`src/rtl/riscv_pkg.sv`:
```
// Shared RV32 decode constants and M-extension types for the execute stage.
package riscv_pkg;

  localparam logic [6:0] OP_RTYPE  = 7'b0110011;
  localparam logic [6:0] F7_MULDIV = 7'b0000001;

  typedef enum logic [2:0] {
    MD_MUL    = 3'b000,
    MD_MULH   = 3'b001,
    MD_MULHSU = 3'b010,
    MD_MULHU  = 3'b011,
    MD_DIV    = 3'b100,
    MD_DIVU   = 3'b101,
    MD_REM    = 3'b110,
    MD_REMU   = 3'b111
  } md_op_e;

  typedef enum logic [1:0] {
    IDLE = 2'd0,
    MUL  = 2'd1,
    DIV  = 2'd2,
    DONE = 2'd3
  } md_state_e;

endpackage

```
`src/rtl/ex_muldiv_unit.sv`:
```
// Iterative RV32M multiply/divide unit: radix-2 shift-add multiply, restoring divide,
// one bit per cycle on magnitudes with a sign fixup folded into the final result load.
module ex_muldiv_unit
  import riscv_pkg::*;
#(
  parameter int XLEN = 32
) (
  input  logic            clk,
  input  logic            reset,
  input  logic            mdValidE,
  input  logic [2:0]      funct3E,
  input  logic [XLEN-1:0] srcAE,
  input  logic [XLEN-1:0] srcBE,
  input  logic            killE,
  output logic            stallMD,
  output logic            mdDoneE,
  output logic [XLEN-1:0] resultMD
);

  localparam int CW = $clog2(XLEN) + 1;

  md_state_e         state_q, state_d;
  logic [CW-1:0]     cnt_q;
  logic [2*XLEN-1:0] acc_q;      // MUL: {partial product, multiplier}; DIV: low half is quotient
  logic [XLEN-1:0]   rem_q;
  logic [XLEN-1:0]   opb_q;
  logic              neg_res_q;
  logic              neg_rem_q;
  md_op_e            op_q;

  md_op_e            op_e;
  logic              a_signed, b_signed, a_neg, b_neg;
  logic [XLEN-1:0]   abs_a, abs_b;
  logic              div_zero, div_ovf, early_out;
  logic [XLEN-1:0]   early_res;

  logic [XLEN:0]     mul_sum;
  logic [2*XLEN-1:0] mul_next, prod_fix;
  logic [XLEN:0]     div_shift, div_diff, rem_next;
  logic              div_ge;
  logic [XLEN-1:0]   quo_next, quo_fix, rem_fix;
  logic [XLEN-1:0]   mul_res, div_res;
  logic              last_iter;

  // Operand decode at issue.
  always_comb begin
    op_e      = md_op_e'(funct3E);
    a_signed  = (op_e == MD_MULH) || (op_e == MD_MULHSU) || (op_e == MD_DIV) || (op_e == MD_REM);
    b_signed  = (op_e == MD_MULH) || (op_e == MD_DIV) || (op_e == MD_REM);
    a_neg     = a_signed & srcAE[XLEN-1];
    b_neg     = b_signed & srcBE[XLEN-1];
    abs_a     = a_neg ? -srcAE : srcAE;
    abs_b     = b_neg ? -srcBE : srcBE;
    div_zero  = (srcBE == '0);
    div_ovf   = b_signed && (srcAE == {1'b1, {(XLEN-1){1'b0}}}) && (srcBE == '1);
    early_out = funct3E[2] & (div_zero | div_ovf);
    // Divide-by-zero and signed overflow bypass the iteration entirely.
    if (div_zero) early_res = funct3E[1] ? srcAE : '1;
    else          early_res = funct3E[1] ? '0    : srcAE;
  end

  // One iteration of multiply or divide, plus the result as it would be after fixup.
  always_comb begin
    mul_sum   = {1'b0, acc_q[2*XLEN-1:XLEN]} + (acc_q[0] ? {1'b0, opb_q} : '0);
    mul_next  = {mul_sum, acc_q[XLEN-1:1]};
    div_shift = {rem_q, acc_q[XLEN-1]};
    div_diff  = div_shift - {1'b0, opb_q};
    div_ge    = ~div_diff[XLEN];
    rem_next  = div_ge ? div_diff : div_shift;
    quo_next  = {acc_q[XLEN-2:0], div_ge};
    prod_fix  = neg_res_q ? -mul_next : mul_next;
    mul_res   = (op_q == MD_MUL) ? prod_fix[XLEN-1:0] : prod_fix[2*XLEN-1:XLEN];
    quo_fix   = neg_res_q ? -quo_next : quo_next;
    rem_fix   = neg_rem_q ? -rem_next[XLEN-1:0] : rem_next[XLEN-1:0];
    div_res   = op_q[1] ? rem_fix : quo_fix;
    last_iter = (cnt_q == CW'(1));
  end

  // NOTE: sequential state uses non-blocking assignments so every register samples
  // pre-edge values regardless of statement order.
  always_ff @(posedge clk or posedge reset) begin
    if (reset) state_q <= IDLE;
    else       state_q <= state_d;
  end

  // NOTE: state_d gets a default before the case so no path leaves it unassigned (no latch).
  always_comb begin
    state_d = state_q;
    if (killE) begin
      state_d = IDLE;
    end else begin
      case (state_q)
        IDLE: if (mdValidE) state_d = early_out ? DONE : (funct3E[2] ? DIV : MUL);
        MUL:  if (last_iter) state_d = DONE;
        DIV:  if (last_iter) state_d = DONE;
        DONE: state_d = IDLE;
        default: state_d = IDLE;
      endcase
    end
  end

  always_comb begin
    stallMD = ((state_q == IDLE) & mdValidE & ~killE) | (state_q == MUL) | (state_q == DIV);
    mdDoneE = (state_q == DONE);
  end

  // A kill freezes the datapath so resultMD keeps the last completed value.
  always_ff @(posedge clk or posedge reset) begin
    if (reset) begin
      cnt_q     <= '0;
      acc_q     <= '0;
      rem_q     <= '0;
      opb_q     <= '0;
      neg_res_q <= 1'b0;
      neg_rem_q <= 1'b0;
      op_q      <= MD_MUL;
      resultMD  <= '0;
    end else if (!killE) begin
      case (state_q)
        IDLE: if (mdValidE) begin
          acc_q     <= {{XLEN{1'b0}}, abs_a};
          rem_q     <= '0;
          opb_q     <= abs_b;
          neg_res_q <= a_neg ^ b_neg;
          neg_rem_q <= a_neg;
          op_q      <= op_e;
          cnt_q     <= CW'(XLEN);
          if (early_out) resultMD <= early_res;
        end
        MUL: begin
          acc_q <= mul_next;
          cnt_q <= cnt_q - CW'(1);
          if (last_iter) resultMD <= mul_res;
        end
        DIV: begin
          acc_q[XLEN-1:0] <= quo_next;
          rem_q           <= rem_next[XLEN-1:0];
          cnt_q           <= cnt_q - CW'(1);
          if (last_iter) resultMD <= div_res;
        end
        default: ;
      endcase
    end
  end

endmodule
```
`config.mk`:
```
export PLATFORM = sky130hd
export DESIGN_NAME = ex_muldiv_unit
export DESIGN_NICKNAME = d
export VERILOG_FILES = /design/src/rtl/riscv_pkg.sv /design/src/rtl/ex_muldiv_unit.sv
export SDC_FILE = /design/constraint.sdc
export NUM_CORES = 1
export LEC_CHECK = 0
export ABC_CLOCK_PERIOD_IN_PS = 16120
export CAP_MARGIN = 40
export CORE_MARGIN = 1.5
export CORE_UTILIZATION = 55
export CTS_CLUSTER_DIAMETER = 80
export DETAILED_ROUTE_END_ITERATION = 10
export PLACE_DENSITY = 0.77
export RECOVER_POWER = 25
export SLEW_MARGIN = 20
export SYNTH_ARGS = -nofsm -noshare
export SYNTH_HDL_FRONTEND = slang
export SYNTH_SLANG_ARGS = --single-unit
```
`constraint.sdc`:
```
create_clock -name clk -period 16.12 [get_ports clk]
set_input_delay 3.224 -clock clk [delete_from_list [all_inputs] [get_ports clk]]
set_output_delay 3.224 -clock clk [all_outputs]
set_load 0.03 [all_outputs]
```
==> impl_metrics.py <==
metrics = {
    "global_routing": {
        "grt_pass1_vias": 16800,
        "overflow": 0,
        "grt_pass1_wl_um": 96500,
        "grt_usage_pct": 37.9,
        "grt_max_degree": 85,
        "antenna_found_initial": 1,
    },
    "die": {
        "core_area_mm2": 0.0314,
        "fp.dieW_um": 181,
        "dieHeight_um": 181,
        "dieArea_mm2": 0.0329,
        "io_pins": 105,
        "rows": 65,
        "initial_core_util_pct": 55.7,
    },
    "detailed_routing": {
        "postRouteWirelength_um": 62600,
        "routed-via-count": 18400,
        "drt_iter0_drc": 2448,
        "via_per_inst": 6.64,
        "ant_nets": 0,
        "firstDrtPassIters": 6,
        "drt-wirelength-per-cell_um": 22.6,
        "drcViolationCount": 0,
    },
    "layout": {
        "drive_above_1_share_pct": 4.91,
        "nets": 2497,
        "diodes": 0,
        "area_growth_pct": 9.95,
    },
    "clock_tree": {
        "cts_tree": "yes",
        "postCtsSetupRepairBufs": 0,
        "cts-root-buf": "clkbuf_16",
        "htree_levels": 4,
        "clock_path_buffers": 2,
        "cts_buffers": 17,
        "cts_sinks": 173,
        "ctsHoldBuffers": 0,
        "path_clk_slew_ns": 0.07,
        "cts_resized": 0,
        "clock_latency_ns": 0.48,
    },
    "synth": {
        "yosys_most_used_dff": "dfrtp_1",
        "ys_warn_count": 0,
        "syn_inst": 2370,
        "avgSynthCellArea_um2": 7.38,
        "synth_cell_types": 95,
        "syn_nets": 2519,
        "yosysMostFrequentCell": "nand2_1",
        "async_reset_ff_share_pct": 100,
        "yosys.area.top_type_share_pct": 24.7,
        "synth_edf_count": 0,
        "seq_area_frac_synth_pct": 24.7,
        "synth-seq-cells": 173,
        "netlist_area_mm2": 0.0175,
        "synth_top_area_cell": "dfrtp_1",
        "synthTopCellsByArea": "dfrtp_1 (25%), o21ai_0 (8.9%), nand2_1 (6.7%), xnor2_1 (6.0%), ha_1 (5.4%)",
        "synthTopCellsByCount": "nand2_1 (312), o21ai_0 (310), dfrtp_1 (173), nor2_1 (157), clkbuf_1 (148)",
    },
    "outcome": {
        "failed_checks": "capacitance limit, slew limit",
        "status": "complete, but fails checks",
    },
    "sta": {
        "skew_ns": 0.0211,
        "post-route-period-util_pct": 51.7,
        "hold_viol": 0,
        "drv_slew": 117,
        "layout_min_cycle_time_ns": 8.33,
        "rsz0062_at_grt": "false",
        "fmax_mhz": 120,
        "worstMarginPinSlew_ns": 3.30,
        "max_slew_margin_pct": -120,
        "setup_tns_ns": 0,
        "setup_viol_count_final": 0,
    },
    "critical_path": {
        "cp.required_ns": 16.76,
        "rr_startpoint": "acc_q[31]$_DFFE_PP0P_",
        "worst-r2r-cell-count": 20,
        "worst_r2r_endpoint": "resultMD[31]$_DFFE_PP0P_",
        "cp-start-kind": "primary input",
        "crit_path_max_fanout": 59,
        "endpoint_kind": "asynchronous set/reset pin",
        "rrSetupSlack_ns": 9.97,
        "criticalPathCategory": "in -> async",
        "cp.arrival_ns": 8.96,
    },
    "hold_path": {
        "hp-start": "opb_q[28]$_DFFE_PP0P_",
        "whs_endpoint": "opb_q[28]$_DFFE_PP0P_",
        "hp-class": "reg -> reg",
        "whs_path_depth": 2,
    },
    "placed_design": {
        "dp_hpwl_um": 47400,
        "port_buffers": 104,
        "gp_congestion": 1.00,
    },
    "pwr": {
        "peakVddDrop_mv": 0.109,
        "power_density_mw_per_mm2": 172,
        "power_mw": 3.30,
        "power_leakage_nw": 7.80,
    },
    "flow_run": {
        "max_cap_viol_count": 2,
    },
}
==> through the flow <==
stage	hold slack, ns	area [um2]	cells	utilization, %	setup slack (ns)
6_report	0.480	19200	2763	61.3	7.79
5_1_grt	0.515	19200	2763	61.3	6.97
4_1_cts	0.486	19200	2759	61.1	8.22
3_5_place_dp	0.470	18600	2727	59.3	8.23
3_3_place_gp	0.460	18600	2725	59.2	8.30
2_1_floorplan	0.450	17500	2370	-	8.21
==> flip-flops by register name, summed over array words and instances, names as in the netlist <==
signal and count:
acc_q 64, opb_q 32, rem_q 32, resultMD 32, cnt_q 6, op_q 3
state_q 2, neg_rem_q 1, neg_res_q 1
==> routing by layer <==
layer	track usage, %	vias to the layer above	part of all wire (%)
met5	0	-	0.021
met4	17.2	2	4.6
met2	57.7	945	44
li1	-	8488	-
met3	7.68	132	9.8
met1	51.7	8792	42
==> worst max path at each step <==
stage | slack [ns] | startpoint | to
after floorplan | 8.21 | reset | acc_q[0]$_DFFE_PP0P_
after global placement | 8.30 | killE | stallMD
after detailed placement | 8.23 | killE | stallMD
after CTS | 8.22 | killE | stallMD
after global routing | 6.97 | reset | acc_q[4]$_DFFE_PP0P_
final | 7.79 | reset | opb_q[20]$_DFFE_PP0P_
==> kinds of logic after synthesis <==
| family | Yosys count | synth area share [%] |
|---|---|---|
| adder cells (fa/ha/maj) | 96 | 6.70 |
| multiplexers | 37 | 2.15 |
| XOR/XNOR | 222 | 11.2 |
| buffers and inverters | 258 | 5.71 |
| AND/OR/NAND/NOR | 831 | 22.9 |
| flip-flops | 173 | 24.7 |
| AO/OA/AOI/OAI | 753 | 26.6 |
==> cells in the final DEF (no fill, tap or decap), types with 73 or more instances in the layout <==
| cell | n |
|---|---|
| a21oi_1 | 133 |
| inv_1 | 79 |
| o21ai_0 | 310 |
| ha_1 | 73 |
| xnor2_1 | 119 |
| dfrtp_1 | 172 |
| clkdlybuf4s50_1 | 103 |
| nor2_1 | 157 |
| nand3_1 | 102 |
| nand2_1 | 312 |
| xor2_1 | 102 |
==> where the power goes <==
part | total, mW | switching, mW | internal (mW) | leakage (nW)
clock network | 0.422 | 0.213 | 0.209 | 0.278
logic | 2.09 | 1.37 | 0.721 | 5.28
registers | 0.785 | 0.208 | 0.577 | 2.24
total | 3.30 | 1.79 | 1.51 | 7.80
==> critical path, stage by stage <==
cell           delay, ns
dlygate4sd3_1       0.54
clkinvlp_2          1.66
clkbuf_1            0.29
clkbuf_1            2.36
buf_4               0.52
buf_16              0.28
==> final cells by class <==
type                       count  area (um2)
tap                          402         503
clock buffer                  19         443
clock inverter                13         125
inverter                      83         313
timing repair buffer         134        1310
sequential                   173        4330
fill                        2905       12200
multi-input combinational   1939       12200
No activity file was read; power rests on OpenSTA's default activity.
